## src/rtl/sram_access_seq_if.sv

```systemverilog
// Request/completion handshake between the control FSM (master) and the SRAM sequencer (slave).
interface sram_access_seq_if #(
    parameter int unsigned DATA_W = 16
);
    logic              Mem_OE;
    logic              Mem_WE;
    logic [15:0]       MAR;
    logic [DATA_W-1:0] MDR_in;
    logic [DATA_W-1:0] Read_data;
    logic              Ready;
    logic              Busy;

    modport master (
        output Mem_OE,
        output Mem_WE,
        output MAR,
        output MDR_in,
        input  Read_data,
        input  Ready,
        input  Busy
    );

    modport slave (
        input  Mem_OE,
        input  Mem_WE,
        input  MAR,
        input  MDR_in,
        output Read_data,
        output Ready,
        output Busy
    );
endinterface

```

## src/rtl/sram_access_seq.sv

```systemverilog
// Turns Mem_OE / Mem_WE request levels into timed asynchronous-SRAM strobes, captures read data
// and returns a one-cycle Ready. Every output is a flop decoded from the next state.
module sram_access_seq #(
    parameter int unsigned ADDR_W     = 20,
    parameter int unsigned DATA_W     = 16,
    parameter int unsigned READ_WAIT  = 2,
    parameter int unsigned WRITE_WAIT = 2
) (
    input  logic              Clk,
    input  logic              Reset,
    sram_access_seq_if.slave  ctrl,
    input  logic [DATA_W-1:0] SRAM_DQ_in,
    output logic [ADDR_W-1:0] SRAM_ADDR,
    output logic [DATA_W-1:0] SRAM_DQ_out,
    output logic              SRAM_DQ_oe,
    output logic              SRAM_CE_N,
    output logic              SRAM_OE_N,
    output logic              SRAM_WE_N,
    output logic              SRAM_UB_N,
    output logic              SRAM_LB_N
);

    localparam logic [3:0] RdLoad = 4'(READ_WAIT - 1);
    localparam logic [3:0] WrLoad = 4'(WRITE_WAIT - 1);

    typedef enum logic [2:0] {
        StIdle,
        StRdWait,
        StRdDone,
        StWrSetup,
        StWrPulse,
        StWrHold,
        StRelease
    } state_e;

    state_e            state_q, state_d;
    logic [3:0]        cnt_q, cnt_d;
    logic [ADDR_W-1:0] addr_q, addr_d;
    logic [DATA_W-1:0] wdata_q, wdata_d;
    logic [DATA_W-1:0] rdata_q, rdata_d;
    logic              ce_n_q, ce_n_d;
    logic              oe_n_q, oe_n_d;
    logic              we_n_q, we_n_d;
    logic              ub_n_q, ub_n_d;
    logic              lb_n_q, lb_n_d;
    logic              dq_oe_q, dq_oe_d;
    logic              ready_q, ready_d;
    logic              busy_q, busy_d;

    // Sequencing: acceptance, wait counting and read capture.
    always_comb begin
        state_d = state_q;
        cnt_d   = cnt_q;
        addr_d  = addr_q;
        wdata_d = wdata_q;
        rdata_d = rdata_q;

        case (state_q)
            StIdle: begin
                // A simultaneous read request is dropped in favour of the write.
                if (ctrl.Mem_WE) begin
                    state_d = StWrSetup;
                    addr_d  = ADDR_W'(ctrl.MAR);
                    wdata_d = ctrl.MDR_in;
                end else if (ctrl.Mem_OE) begin
                    state_d = StRdWait;
                    addr_d  = ADDR_W'(ctrl.MAR);
                    cnt_d   = RdLoad;
                end
            end
            StRdWait: begin
                if (cnt_q == 4'd0) begin
                    rdata_d = SRAM_DQ_in;
                    state_d = StRdDone;
                end else begin
                    cnt_d = cnt_q - 4'd1;
                end
            end
            StRdDone: begin
                state_d = StRelease;
            end
            StWrSetup: begin
                cnt_d   = WrLoad;
                state_d = StWrPulse;
            end
            StWrPulse: begin
                if (cnt_q == 4'd0) begin
                    state_d = StWrHold;
                end else begin
                    cnt_d = cnt_q - 4'd1;
                end
            end
            StWrHold: begin
                state_d = StRelease;
            end
            StRelease: begin
                // Wait for both levels to drop so a held request is serviced only once.
                if (!ctrl.Mem_OE && !ctrl.Mem_WE) begin
                    state_d = StIdle;
                end
            end
            default: begin
                state_d = StIdle;
            end
        endcase
    end

    // Strobes are decoded from the next state so they line up with the registered state.
    always_comb begin
        ce_n_d  = 1'b1;
        oe_n_d  = 1'b1;
        we_n_d  = 1'b1;
        dq_oe_d = 1'b0;
        ready_d = 1'b0;
        busy_d  = (state_d != StIdle);

        case (state_d)
            StRdWait: begin
                ce_n_d = 1'b0;
                oe_n_d = 1'b0;
            end
            StRdDone: begin
                ready_d = 1'b1;
            end
            StWrSetup: begin
                ce_n_d  = 1'b0;
                dq_oe_d = 1'b1;
            end
            StWrPulse: begin
                ce_n_d  = 1'b0;
                dq_oe_d = 1'b1;
                we_n_d  = 1'b0;
            end
            StWrHold: begin
                ce_n_d  = 1'b0;
                dq_oe_d = 1'b1;
                ready_d = 1'b1;
            end
            default: begin
            end
        endcase

        ub_n_d = ce_n_d;
        lb_n_d = ce_n_d;
    end

    always_ff @(posedge Clk) begin
        if (Reset) begin
            state_q <= StIdle;
            cnt_q   <= 4'd0;
            addr_q  <= '0;
            wdata_q <= '0;
            rdata_q <= '0;
            ce_n_q  <= 1'b1;
            oe_n_q  <= 1'b1;
            we_n_q  <= 1'b1;
            ub_n_q  <= 1'b1;
            lb_n_q  <= 1'b1;
            dq_oe_q <= 1'b0;
            ready_q <= 1'b0;
            busy_q  <= 1'b0;
        end else begin
            state_q <= state_d;
            cnt_q   <= cnt_d;
            addr_q  <= addr_d;
            wdata_q <= wdata_d;
            rdata_q <= rdata_d;
            ce_n_q  <= ce_n_d;
            oe_n_q  <= oe_n_d;
            we_n_q  <= we_n_d;
            ub_n_q  <= ub_n_d;
            lb_n_q  <= lb_n_d;
            dq_oe_q <= dq_oe_d;
            ready_q <= ready_d;
            busy_q  <= busy_d;
        end
    end

    assign SRAM_ADDR      = addr_q;
    assign SRAM_DQ_out    = wdata_q;
    assign SRAM_DQ_oe     = dq_oe_q;
    assign SRAM_CE_N      = ce_n_q;
    assign SRAM_OE_N      = oe_n_q;
    assign SRAM_WE_N      = we_n_q;
    assign SRAM_UB_N      = ub_n_q;
    assign SRAM_LB_N      = lb_n_q;
    assign ctrl.Read_data = rdata_q;
    assign ctrl.Ready     = ready_q;
    assign ctrl.Busy      = busy_q;

endmodule

```

## src/flat_wrapper.sv

```systemverilog
// flat-port wrapper written by rule: the top's interface ports become plain ports
module sram_access_seq_flat 
#(
    parameter int unsigned ADDR_W     = 20,
    parameter int unsigned DATA_W     = 16,
    parameter int unsigned READ_WAIT  = 2,
    parameter int unsigned WRITE_WAIT = 2
)
  (Clk, Reset, SRAM_DQ_in, SRAM_ADDR, SRAM_DQ_out, SRAM_DQ_oe, SRAM_CE_N, SRAM_OE_N, SRAM_WE_N, SRAM_UB_N, SRAM_LB_N, ctrl_Mem_OE, ctrl_Mem_WE, ctrl_MAR, ctrl_MDR_in, ctrl_Read_data, ctrl_Ready, ctrl_Busy);
  sram_access_seq_if #(.DATA_W(DATA_W)) ctrl_i ();
  input  logic Clk;
  input  logic Reset;
  input  logic [DATA_W-1:0] SRAM_DQ_in;
  output logic [ADDR_W-1:0] SRAM_ADDR;
  output logic [DATA_W-1:0] SRAM_DQ_out;
  output logic SRAM_DQ_oe;
  output logic SRAM_CE_N;
  output logic SRAM_OE_N;
  output logic SRAM_WE_N;
  output logic SRAM_UB_N;
  output logic SRAM_LB_N;
  input wire logic [$bits(ctrl_i.Mem_OE)-1:0] ctrl_Mem_OE;
  input wire logic [$bits(ctrl_i.Mem_WE)-1:0] ctrl_Mem_WE;
  input wire logic [$bits(ctrl_i.MAR)-1:0] ctrl_MAR;
  input wire logic [$bits(ctrl_i.MDR_in)-1:0] ctrl_MDR_in;
  output wire logic [$bits(ctrl_i.Read_data)-1:0] ctrl_Read_data;
  output wire logic [$bits(ctrl_i.Ready)-1:0] ctrl_Ready;
  output wire logic [$bits(ctrl_i.Busy)-1:0] ctrl_Busy;
  assign ctrl_i.Mem_OE = ctrl_Mem_OE;
  assign ctrl_i.Mem_WE = ctrl_Mem_WE;
  assign ctrl_i.MAR = ctrl_MAR;
  assign ctrl_i.MDR_in = ctrl_MDR_in;
  assign ctrl_Read_data = ctrl_i.Read_data;
  assign ctrl_Ready = ctrl_i.Ready;
  assign ctrl_Busy = ctrl_i.Busy;
  sram_access_seq #(.ADDR_W(ADDR_W), .DATA_W(DATA_W), .READ_WAIT(READ_WAIT), .WRITE_WAIT(WRITE_WAIT)) u_core (.Clk(Clk), .Reset(Reset), .ctrl(ctrl_i), .SRAM_DQ_in(SRAM_DQ_in), .SRAM_ADDR(SRAM_ADDR), .SRAM_DQ_out(SRAM_DQ_out), .SRAM_DQ_oe(SRAM_DQ_oe), .SRAM_CE_N(SRAM_CE_N), .SRAM_OE_N(SRAM_OE_N), .SRAM_WE_N(SRAM_WE_N), .SRAM_UB_N(SRAM_UB_N), .SRAM_LB_N(SRAM_LB_N));
endmodule
```

## config.mk

```make
export PLATFORM = sky130hd
export DESIGN_NAME = sram_access_seq_flat
export DESIGN_NICKNAME = d
export VERILOG_FILES = /design/src/rtl/sram_access_seq_if.sv /design/src/rtl/sram_access_seq.sv /design/src/flat_wrapper.sv
export SDC_FILE = /design/constraint.sdc
export NUM_CORES = 1
export LEC_CHECK = 0
export ABC_CLOCK_PERIOD_IN_PS = 3400
export BUFFER_PORTS_ARGS = -buffer_cell sky130_fd_sc_hd__clkbuf_2
export CAP_MARGIN = 10
export CORE_ASPECT_RATIO = 1.25
export CORE_UTILIZATION = 49
export CTS_CLUSTER_DIAMETER = 150
export DETAILED_ROUTE_END_ITERATION = 7
export GPL_ROUTABILITY_DRIVEN = 0
export PLACE_DENSITY = 0.84
export SYNTH_ARGS = -nofsm -noshare
export SYNTH_HDL_FRONTEND = slang
export SYNTH_SLANG_ARGS = --single-unit
```

## constraint.sdc

```tcl
create_clock -name Clk -period 3.4 [get_ports Clk]
set_input_delay 0.68 -clock Clk [delete_from_list [all_inputs] [get_ports Clk]]
set_output_delay 0.68 -clock Clk [all_outputs]
set_load 0.03 [all_outputs]
```

==> results of run 1 <==
==> final cells by class <==
type	count	area, um^2
fill	387	1500
sequential	61	1220
multi-input combinational	204	991
timing repair buffer	108	543
clock buffer	11	131
tap	58	72.6
clock inverter	5	27.5
inverter	3	11.3
==> worst reg2reg max path: cells and delay by family (launching register included) <==
family           cells  cell delay (ns)
flip-flops           1             0.44
AO/OA/AOI/OAI        1             0.17
AND/OR/NAND/NOR      3             1.33
==> routing by layer <==
metal  global-route usage (%)  vias to the layer above  part of all wire, %
met2                     38.9                       84                   51
met3                     4.14                       16                  4.5
li1                         -                     1150                    -
met4                     17.0                        0                  3.5
met1                     22.5                     1031                   41
met5                        0                        -                    0
==> cells by family after synthesis <==
kind of cell	share of synthesized area (%)
AOI/OAI and AO/OA	17.4
xor gates and xnor gates	0.372
adders and majority gates	0.531
buffers and inverters	6.54
DFF	51.9
other	0.159
and+or+nand+nor	23.2
==> per-stage QoR <==
stage / power [mW] / worst slack, ns
after floorplan: 1.99 / 1.70
after global placement: 2.22 / 1.34
after detailed placement: 2.25 / 1.29
after CTS: 2.77 / 1.40
after global routing: 2.93 / 1.23
final: 2.76 / 1.39
==> power groups by stage <==
stage | Sequential [mW] | Combinational [mW] | Clock [mW]
floorplan | 1.32 | 0.665 | 0
global placement | 1.05 | 1.16 | 0
detailed placement | 1.06 | 1.19 | 0
CTS | 1.05 | 1.19 | 0.533
global route | 1.08 | 1.29 | 0.561
finish | 1.05 | 1.18 | 0.522
==> sequential cells by signal (all words and copies together), names as in the netlist <==
signal and count:
u_core.cnt_q 4, u_core.SRAM_WE_N 1, u_core.SRAM_CE_N 1, u_core.state_q 3
u_core.SRAM_OE_N 1, u_core.SRAM_ADDR 16, u_core.SRAM_DQ_out 16, u_core.ctrl.Busy 1
u_core.ctrl.Ready 1, u_core.ctrl.Read_data 16, u_core.SRAM_DQ_oe 1
==> cells in the mapped netlist (2+ instances only) <==
library cell / count
nand2_1: 100
buf_1: 2
nor2_1: 5
o21ai_0: 3
buf_6: 2
o31ai_1: 3
a21o_1: 4
dfxtp_1: 61
inv_1: 3
clkbuf_1: 8
nor4_1: 3
and2_1: 2
nand3_1: 3
buf_4: 7
buf_2: 6
a21oi_1: 54
==> worst max path at each step <==
| stage | cells past startpoint | to | start | slack (ns) |
|---|---|---|---|---|
| final | 4 | u_core.SRAM_ADDR[5] | u_core.state_q[2] | 1.39 |
| after floorplan | 5 | u_core.SRAM_ADDR[0] | ctrl_Mem_WE | 1.70 |
| after detailed placement | 5 | u_core.SRAM_ADDR[6] | ctrl_Mem_WE | 1.29 |
| after CTS | 4 | u_core.SRAM_ADDR[6] | u_core.state_q[2] | 1.40 |
| after global placement | 5 | u_core.SRAM_ADDR[6] | ctrl_Mem_WE | 1.34 |
| after global routing | 4 | u_core.SRAM_ADDR[5] | u_core.state_q[2] | 1.23 |
==> run_results.csv, run 1 <==
group,metric,value,unit
clock_network,htreeDepth,3,
placed_design,io_buffer_count,107,
timing,slew_viol_final,0,
floorplanning,initial_utilization,52.4,%
power_and_ir_drop,p_sw,1.23,mW
drt,vias,2281,
clock_network,cts_setup_buffers,0,
final_layout,finish.utilization,66.7,%
placed_design,placed_cell_area,2840,um^2
clock_network,clk_path_buf_depth,2,
power_and_ir_drop,pwr-share-clk,18.9,%
clock_network,hold_buffers,0,
yosys,synth.area.top_cells,"dfxtp_1, nand2_1, a21oi_1",
clock_network,cts_tree,"built",
floorplanning,rows,27,
worst_setup_path,crit_family,"simple AND/OR/NAND/NOR gates",
grt,grt_start_max_net_pins,33,
floorplanning,die_y,79.5,um
final_layout,synthToLayoutAreaGrowth,27.3,%
power_and_ir_drop,ir_drop,0.590,mV
final_layout,final_common_cell,"clkbuf_2",
timing,tns,0,ns
grt,track_usage,22.0,%
power_and_ir_drop,powerDensity,920,nW/um^2
floorplanning,io_pins,112,
yosys,synth_edf_count,0,
hold_path,hold_path_depth,2,
floorplanning,core-area,4490,um^2
yosys,avgSynthCellArea,8.12,um^2
yosys,syn_inst,290,
floorplanning,fp.dieW,64.0,um
power_and_ir_drop,swShare,44.5,%
final_layout,design_area,3000,um^2
flow_run,cap_violations,0,
clock_network,cts_resized,0,
floorplanning,die-area,5090,um^2
drt,drt_iter0_drc,158,
grt,overflow,0,
outcome,status,"completed",
grt,first_global_vias,2047,
worst_setup_path,rr_endpoint,"u_core.SRAM_ADDR[5]",
hold_path,holdPathEnd,"u_core.SRAM_ADDR[0]",
worst_setup_path,r2r-start,"u_core.state_q[2]",
clock_network,cts_root_buf,"clkbuf_8",
yosys,syn_area,2350,um^2
timing,period_minus_slack,2.01,ns
worst_setup_path,start_kind,"flop",
placed_design,hpwl,3880,um
worst_setup_path,reg2reg_slack,1.39,ns
hold_path,hp-class,"flop to flop",
timing,setup_viol,0,
drt,routed_wl,5460,um
yosys,seq_area_frac_synth,51.9,%
drt,drc,0,
worst_setup_path,cpMaxStageDelayCell,"nor2b_1",
drt,firstDrtPassIters,4,
worst_setup_path,cp_max_fo,16,
yosys,async_flop_share,0,%
power_and_ir_drop,p_int,1.53,mW
timing,skew,0.00637,ns
power_and_ir_drop,p_leak,1.36,nW
yosys,yosysWarningCount,0,
final_layout,stdcell_count,450,
yosys,synth_cell_types,40,
grt,antenna_found_initial,0,
power_and_ir_drop,power_frac_comb,42.9,%
timing,hold_slack,0.455,ns
clock_network,clk_pin_slew_worst_paths,0.06,ns
worst_setup_path,crit_arrival,2.26,ns
timing,worst_pin_slew,1.00,ns
yosys,ys_ff_latch,61,
timing,hold_viol_final,0,
final_layout,layout-drive-gt1-share,32.7,%
timing,max_freq,498,MHz
clock_network,clock_latency,0.33,ns
grt,grt_pass1_wl,8500,um
final_layout,layout_common_cells,"clkbuf_2, nand2_1, dfxtp_1, a21oi_1, clkbuf_8",
final_layout,nNetsFinal,440,
yosys,synth_flop_cell,"dfxtp_1",
timing,relSlewSlack,32.7,%
yosys,yosys.area.top_type_share,51.9,%
drt,vias_per_cell,5.07,
clock_network,cts_buffers,9,
worst_setup_path,cp_data_required_time,3.65,ns
worst_setup_path,r2r_cells,4,
placed_design,post-place-cells,434,
worst_setup_path,max_stage_delay,0.84,ns
worst_setup_path,end_kind,"flop",
worst_setup_path,crit_chain,"nor3_2, nor2b_1, nand2_1, a21oi_1",
worst_setup_path,path_class,"flop to flop",
drt,ant_nets,0,
power_and_ir_drop,seq_power_share,38.2,%
hold_path,min_from,"u_core.SRAM_ADDR[0]",
timing,timing.final.crit_share,59.0,%
clock_network,clock_sinks,61,
drt,drt-wirelength-per-cell,12.1,um
yosys,yosys.area.top_type,"dfxtp_1",
timing,rsz0062_at_grt,"no",
final_layout,num_antenna_cells,0,
worst_setup_path,worst-path-buf-inv,0,
(Power assumes the default switching activity.)
==> run 2, diff against run 1 <==
--- a/config.mk
+++ b/config.mk
@@ -5,15 +5,16 @@
 export SDC_FILE = /design/constraint.sdc
 export NUM_CORES = 1
 export LEC_CHECK = 0
-export ABC_CLOCK_PERIOD_IN_PS = 3400
+export ABC_AREA = 1
+export ABC_CLOCK_PERIOD_IN_PS = 1750
 export BUFFER_PORTS_ARGS = -buffer_cell sky130_fd_sc_hd__clkbuf_2
 export CAP_MARGIN = 10
 export CORE_ASPECT_RATIO = 1.25
-export CORE_UTILIZATION = 49
+export CORE_UTILIZATION = 41
 export CTS_CLUSTER_DIAMETER = 150
 export DETAILED_ROUTE_END_ITERATION = 7
 export GPL_ROUTABILITY_DRIVEN = 0
-export PLACE_DENSITY = 0.84
+export PLACE_DENSITY = 0.75
 export SYNTH_ARGS = -nofsm -noshare
 export SYNTH_HDL_FRONTEND = slang
 export SYNTH_SLANG_ARGS = --single-unit
==> constraint.sdc (replaced) <==
create_clock -name Clk -period 1.75 [get_ports Clk]
set_input_delay 0.35 -clock Clk [delete_from_list [all_inputs] [get_ports Clk]]
set_output_delay 0.35 -clock Clk [all_outputs]
set_load 0.03 [all_outputs]
==> run 2 against run 1 <==
Effect of this change: fmax grew 30%; die area grew 19%; critical path depth grew 4; synthesized area grew 0.37%; total power grew 120%; clock power grew 130%; clock-buffer cell count grew 1; via count grew 0.48%; register-to-register slack lost 1.2 ns.
==> run_results.csv, run 2 <==
group,metric,value,unit
floorplanning,die-area,6070,um^2
power_and_ir_drop,ir_drop,1.30,mV
final_layout,nNetsFinal,467,
grt,overflow,0,
worst_setup_path,max_stage_delay,0.32,ns
timing,slew_viol_final,0,
yosys,ys_ff_latch,61,
clock_network,clk_path_buf_depth,2,
clock_network,htreeDepth,3,
yosys,synth.area.top_cells,"dfxtp_1, nor2_1, o21ai_0",
clock_network,cts_buffers,9,
clock_network,clock_latency,0.33,ns
clock_network,clk_pin_slew_worst_paths,0.07,ns
yosys,yosysWarningCount,0,
flow_run,cap_violations,0,
worst_setup_path,path_class,"flop to flop",
yosys,yosys.area.top_type_share,51.7,%
drt,drt-wirelength-per-cell,10.8,um
drt,vias_per_cell,4.75,
yosys,synth_commonest_cells,"nor2_1, dfxtp_1, nand2_1, o21ai_0, nand3_1",
drt,ant_nets,0,
drt,drt_iter0_drc,80,
yosys,async_flop_share,0,%
final_layout,layout-drive-gt1-share,33.9,%
outcome,status,"completed",
worst_setup_path,start_kind,"flop",
clock_network,cts_resized,0,
worst_setup_path,crit_arrival,1.76,ns
drt,drc,0,
power_and_ir_drop,p_leak,1.59,nW
timing,rsz0062_at_grt,"no",
timing,tns,0,ns
final_layout,num_antenna_cells,0,
timing,hold_viol_final,0,
placed_design,io_buffer_count,107,
timing,max_freq,650,MHz
clock_network,hold_buffers,0,
floorplanning,rows,30,
hold_path,hp-class,"input pin to flop",
yosys,avgSynthCellArea,7.72,um^2
worst_setup_path,end_kind,"flop",
power_and_ir_drop,powerDensity,1950,nW/um^2
final_layout,multiInputGateArea,970,um^2
floorplanning,initial_utilization,43.1,%
yosys,yosys.area.top_type,"dfxtp_1",
clock_network,cts_tree,"built",
timing,skew,0.00854,ns
worst_setup_path,cpMaxStageDelayCell,"dfxtp_1",
yosys,synth_cell_types,23,
floorplanning,die_y,86.9,um
yosys,syn_area,2360,um^2
drt,routed_wl,5200,um
final_layout,fillers,515,
worst_setup_path,cp_max_fo,17,
placed_design,hpwl,3710,um
timing,timing.final.ws_setup,0.212,ns
clock_network,cts_setup_buffers,0,
final_layout,final_common_cell,"clkbuf_2",
placed_design,dp_slack,0.204,ns
timing,timing.final.crit_share,87.9,%
yosys,synth_flop_cell,"dfxtp_1",
yosys,seq_area_frac_synth,51.7,%
floorplanning,core-area,5480,um^2
timing,hold_slack,0.242,ns
grt,antenna_found_initial,0,
final_layout,regArea,1220,um^2
final_layout,layout_common_cells,"clkbuf_2, nor2_1, dfxtp_1, nand2_1, o21ai_0",
grt,grt_start_max_net_pins,37,
timing,setup_viol,0,
final_layout,synthToLayoutAreaGrowth,31.3,%
grt,grt_pass1_wl,8530,um
worst_setup_path,cp_data_required_time,1.97,ns
yosys,syn_inst,306,
clock_network,clock_sinks,61,
floorplanning,fp.dieW,69.9,um
timing,period_minus_slack,1.54,ns
worst_setup_path,crit_chain,"inv_1, ha_1, nand3_1, nor2_4, inv_2, nand3_2, nor2_1, nand2_1",
drt,vias,2292,
clock_network,cts_root_buf,"clkbuf_8",
yosys,synth_edf_count,0,
floorplanning,io_pins,112,
grt,track_usage,17.6,%
drt,firstDrtPassIters,4,
grt,first_global_vias,2017,
yosys,synth.most_common_cell,"nor2_1",
run 2: through the flow:
stage | power (mW) | cells | util [%] | cell area, um^2
after floorplan | 4.23 | 309 | - | 2370
after global routing | 6.51 | 483 | 56.6 | 3100
after detailed placement | 4.90 | 467 | 53.1 | 2910
after global placement | 4.85 | 467 | 53.1 | 2910
after CTS | 6.13 | 483 | 56.6 | 3100
final | 6.07 | 483 | 56.6 | 3100
run 2: final timing paths:
path / startpoint / to / slack (ns) / cells past startpoint
hold reg to reg: u_core.SRAM_DQ_out[10] / u_core.SRAM_DQ_out[10] / 0.46 / 2
setup reg to reg: u_core.cnt_q[0] / u_core.SRAM_OE_N / 0.21 / 8
hold / removal: SRAM_DQ_in[14] / u_core.ctrl.Read_data[14] / 0.24 / 3
setup / recovery: u_core.cnt_q[0] / u_core.SRAM_OE_N / 0.21 / 8
run 2: per-layer routing:
layer,wire (um),share of wire (%),vias up,GRT usage (%)
met2,2390,46,82,28.3
met5,0,0,-,0
met4,46,0.88,0,7.27
li1,-,-,1186,-
met1,2330,45,1019,20.4
met3,438,8.4,5,7.75
run 2: cell families (layout without fill, tap and decap cells):
family | after synthesis | count (layout) | synth area share (%)
AOI/OAI and AO/OA | 51 | 51 | 10.9
adders and majority gates | 1 | 1 | 0.529
other | 1 | 4 | 0.159
DFF | 61 | 61 | 51.7
buffers and inverters | 35 | 145 | 7.78
xor gates and xnor gates | 1 | 1 | 0.371
and+or+nand+nor | 156 | 156 | 28.6
run 2: worst max-delay path: cells and delay by family, from the launching register on:
family	cells	cell delay, ns
buf+inv	2	0.32
fa+ha+maj	1	0.23
flops	1	0.32
simple gates	5	0.58
run 2: power by group:
group          switching [mW]  leakage (nW)  total (mW)  internal [mW]
combinational            1.98         0.993        2.79          0.814
clock                   0.506        0.0964        1.20          0.692
sequential              0.240         0.501        2.08           1.83
run 2: area by class of cell:
| cell class | instances | area share, % |
|---|---|---|
| clock inverter | 4 | 1.53 |
| clock buffer | 12 | 4.68 |
| inverter | 16 | 1.93 |
| sequential | 61 | 39.3 |
| multi-input combinational | 213 | 31.2 |
| timing repair buffer | 113 | 18.7 |
| tap | 64 | 2.58 |
==> run 3, diff against run 2 <==
--- a/config.mk
+++ b/config.mk
@@ -10,6 +10,7 @@
 export BUFFER_PORTS_ARGS = -buffer_cell sky130_fd_sc_hd__clkbuf_2
 export CAP_MARGIN = 10
 export CORE_ASPECT_RATIO = 1.25
+export CORE_MARGIN = 1.5
 export CORE_UTILIZATION = 41
 export CTS_CLUSTER_DIAMETER = 150
 export DETAILED_ROUTE_END_ITERATION = 7
==> run 3 against run 2 <==
Effect of this change: global-route usage fell by 0.21 points; via count rose by 0.39%; utilization did not move; sequential power barely moved; highest routed layer unchanged; register-to-register slack improved by 0.02 ns; fmax rose by 1.2%; clock skew barely moved; flip-flop and latch count did not move; combinational power barely moved; critical endpoint unchanged; wire length rose by 2.5%; non-clock buffer count did not move; hold slack improved by 0.0035 ns.
==> run_results.csv, run 3 (synthesized netlist as in run 2, its figures left out) <==
group,metric,value,unit
drt,drt_iter0_drc,86,
final_layout,layout_common_cells,"clkbuf_2, nor2_1, dfxtp_1, nand2_1, o21ai_0",
final_layout,multiInputGateArea,970,um^2
clock_network,hold_buffers,0,
power_and_ir_drop,p_leak,1.59,nW
grt,antenna_found_initial,0,
timing,rsz0062_at_grt,"no",
grt,track_usage,17.4,%
worst_setup_path,r2r-start,"u_core.cnt_q[0]",
drt,drc,0,
timing,slew_viol_final,0,
floorplanning,core-area,5480,um^2
clock_network,clk_path_buf_depth,2,
drt,drt-wirelength-per-cell,11.0,um
clock_network,cts_buffers,9,
final_layout,synthToLayoutAreaGrowth,31.3,%
final_layout,layout-drive-gt1-share,33.9,%
outcome,status,"completed",
floorplanning,io_pins,112,
final_layout,num_antenna_cells,0,
floorplanning,die_y,87.9,um
placed_design,io_buffer_count,107,
floorplanning,initial_utilization,43.1,%
floorplanning,die-area,6230,um^2
clock_network,cts_root_buf,"clkbuf_8",
flow_run,cap_violations,0,
hold_path,min_from,"SRAM_DQ_in[10]",
hold_path,hp-class,"input pin to flop",
hold_path,hold_path_depth,3,
worst_setup_path,path_class,"flop to flop",
worst_setup_path,crit_arrival,1.74,ns
grt,grt_start_max_net_pins,37,
worst_setup_path,cp_data_required_time,1.97,ns
timing,timing.final.crit_share,86.9,%
power_and_ir_drop,powerDensity,1960,nW/um^2
clock_network,cts_tree,"built",
grt,first_global_vias,2064,
drt,routed_wl,5330,um
clock_network,cts_setup_buffers,0,
final_layout,regArea,1220,um^2
clock_network,htreeDepth,3,
worst_setup_path,rr_endpoint,"u_core.SRAM_OE_N",
timing,hold_viol_final,0,
timing,hold_slack,0.246,ns
timing,max_freq,658,MHz
grt,overflow,0,
worst_setup_path,end_kind,"flop",
worst_setup_path,r2r_cells,8,
final_layout,nNetsFinal,467,
timing,setup_viol,0,
floorplanning,rows,30,
clock_network,clk_pin_slew_worst_paths,0.07,ns
timing,skew,0.00899,ns
worst_setup_path,reg2reg_slack,0.23,ns
clock_network,cts_resized,0,
power_and_ir_drop,ir_drop,1.14,mV
final_layout,fillers,514,
timing,period_minus_slack,1.52,ns
hold_path,holdPathEnd,"u_core.ctrl.Read_data[10]",
final_layout,final_common_cell,"clkbuf_2",
drt,vias,2301,
drt,firstDrtPassIters,4,
floorplanning,fp.dieW,70.9,um
worst_setup_path,cp_max_fo,17,
grt,grt_pass1_wl,8720,um
worst_setup_path,start_kind,"flop",
placed_design,hpwl,3920,um
timing,tns,0,ns
drt,vias_per_cell,4.76,
clock_network,clock_sinks,61,
drt,ant_nets,0,
clock_network,clock_latency,0.33,ns
==> run 3: cell counts in the layout (fill, tap and decap cells not counted) <==
No cell type changed its count.
==> run 3: critical path: stages (launching register included) <==
cell and delay, ns:
dfxtp_1 0.32, inv_1 0.07, ha_1 0.22, nand3_1 0.19, nor2_4 0.05, inv_2 0.22, nand3_2 0.13, nor2_1 0.14
nand2_1 0.06
==> run 3: layout make-up <==
class / count / share of cell area (%)
Sequential cell: 61 / 39.3
Multi-Input combinational cell: 213 / 31.2
Timing Repair Buffer: 113 / 18.7
Clock buffer: 12 / 4.68
Tap cell: 64 / 2.58
Inverter: 16 / 1.93
Clock inverter: 4 / 1.53
==> run 3: worst max path at each step <==
stage	end	cells after the start	slack, ns	from
after global placement	u_core.SRAM_OE_N	8	0.24	u_core.cnt_q[0]
after CTS	u_core.SRAM_OE_N	8	0.20	u_core.cnt_q[0]
after floorplan	u_core.ctrl.Read_data[10]	8	0.40	u_core.cnt_q[0]
after detailed placement	u_core.SRAM_OE_N	8	0.20	u_core.cnt_q[0]
after global routing	u_core.SRAM_OE_N	8	0.05	u_core.cnt_q[0]
final	u_core.SRAM_OE_N	8	0.23	u_core.cnt_q[0]
==> run 3: per-layer routing <==
| layer | wire [um] | GRT usage, % | vias up |
|---|---|---|---|
| met5 | 0 | 0 | - |
| met4 | 70 | 7.72 | 0 |
| met3 | 409 | 5.64 | 7 |
| met2 | 2460 | 29.1 | 82 |
| met1 | 2380 | 20.3 | 1023 |
| li1 | - | - | 1189 |
==> run 3: power breakdown <==
group          internal [mW]  switching, mW  total [mW]
Combinational          0.813           1.98        2.80
Sequential              1.83          0.245        2.08
Clock                  0.692          0.506        1.20
Total                   3.34           2.74        6.08
==> run 3: per-stage QoR <==
| stage | worst slack (ns) | util [%] | total power [mW] | instance area, um^2 | std cells |
|---|---|---|---|---|---|
| 6_report | 0.230 | 56.6 | 6.08 | 3100 | 483 |
| 5_1_grt | 0.0541 | 56.6 | 6.50 | 3100 | 483 |
| 4_1_cts | 0.203 | 56.6 | 6.15 | 3100 | 483 |
| 3_5_place_dp | 0.203 | 53.1 | 4.93 | 2910 | 467 |
| 3_3_place_gp | 0.240 | 53.1 | 4.87 | 2910 | 467 |
| 2_1_floorplan | 0.402 | - | 4.23 | 2370 | 309 |
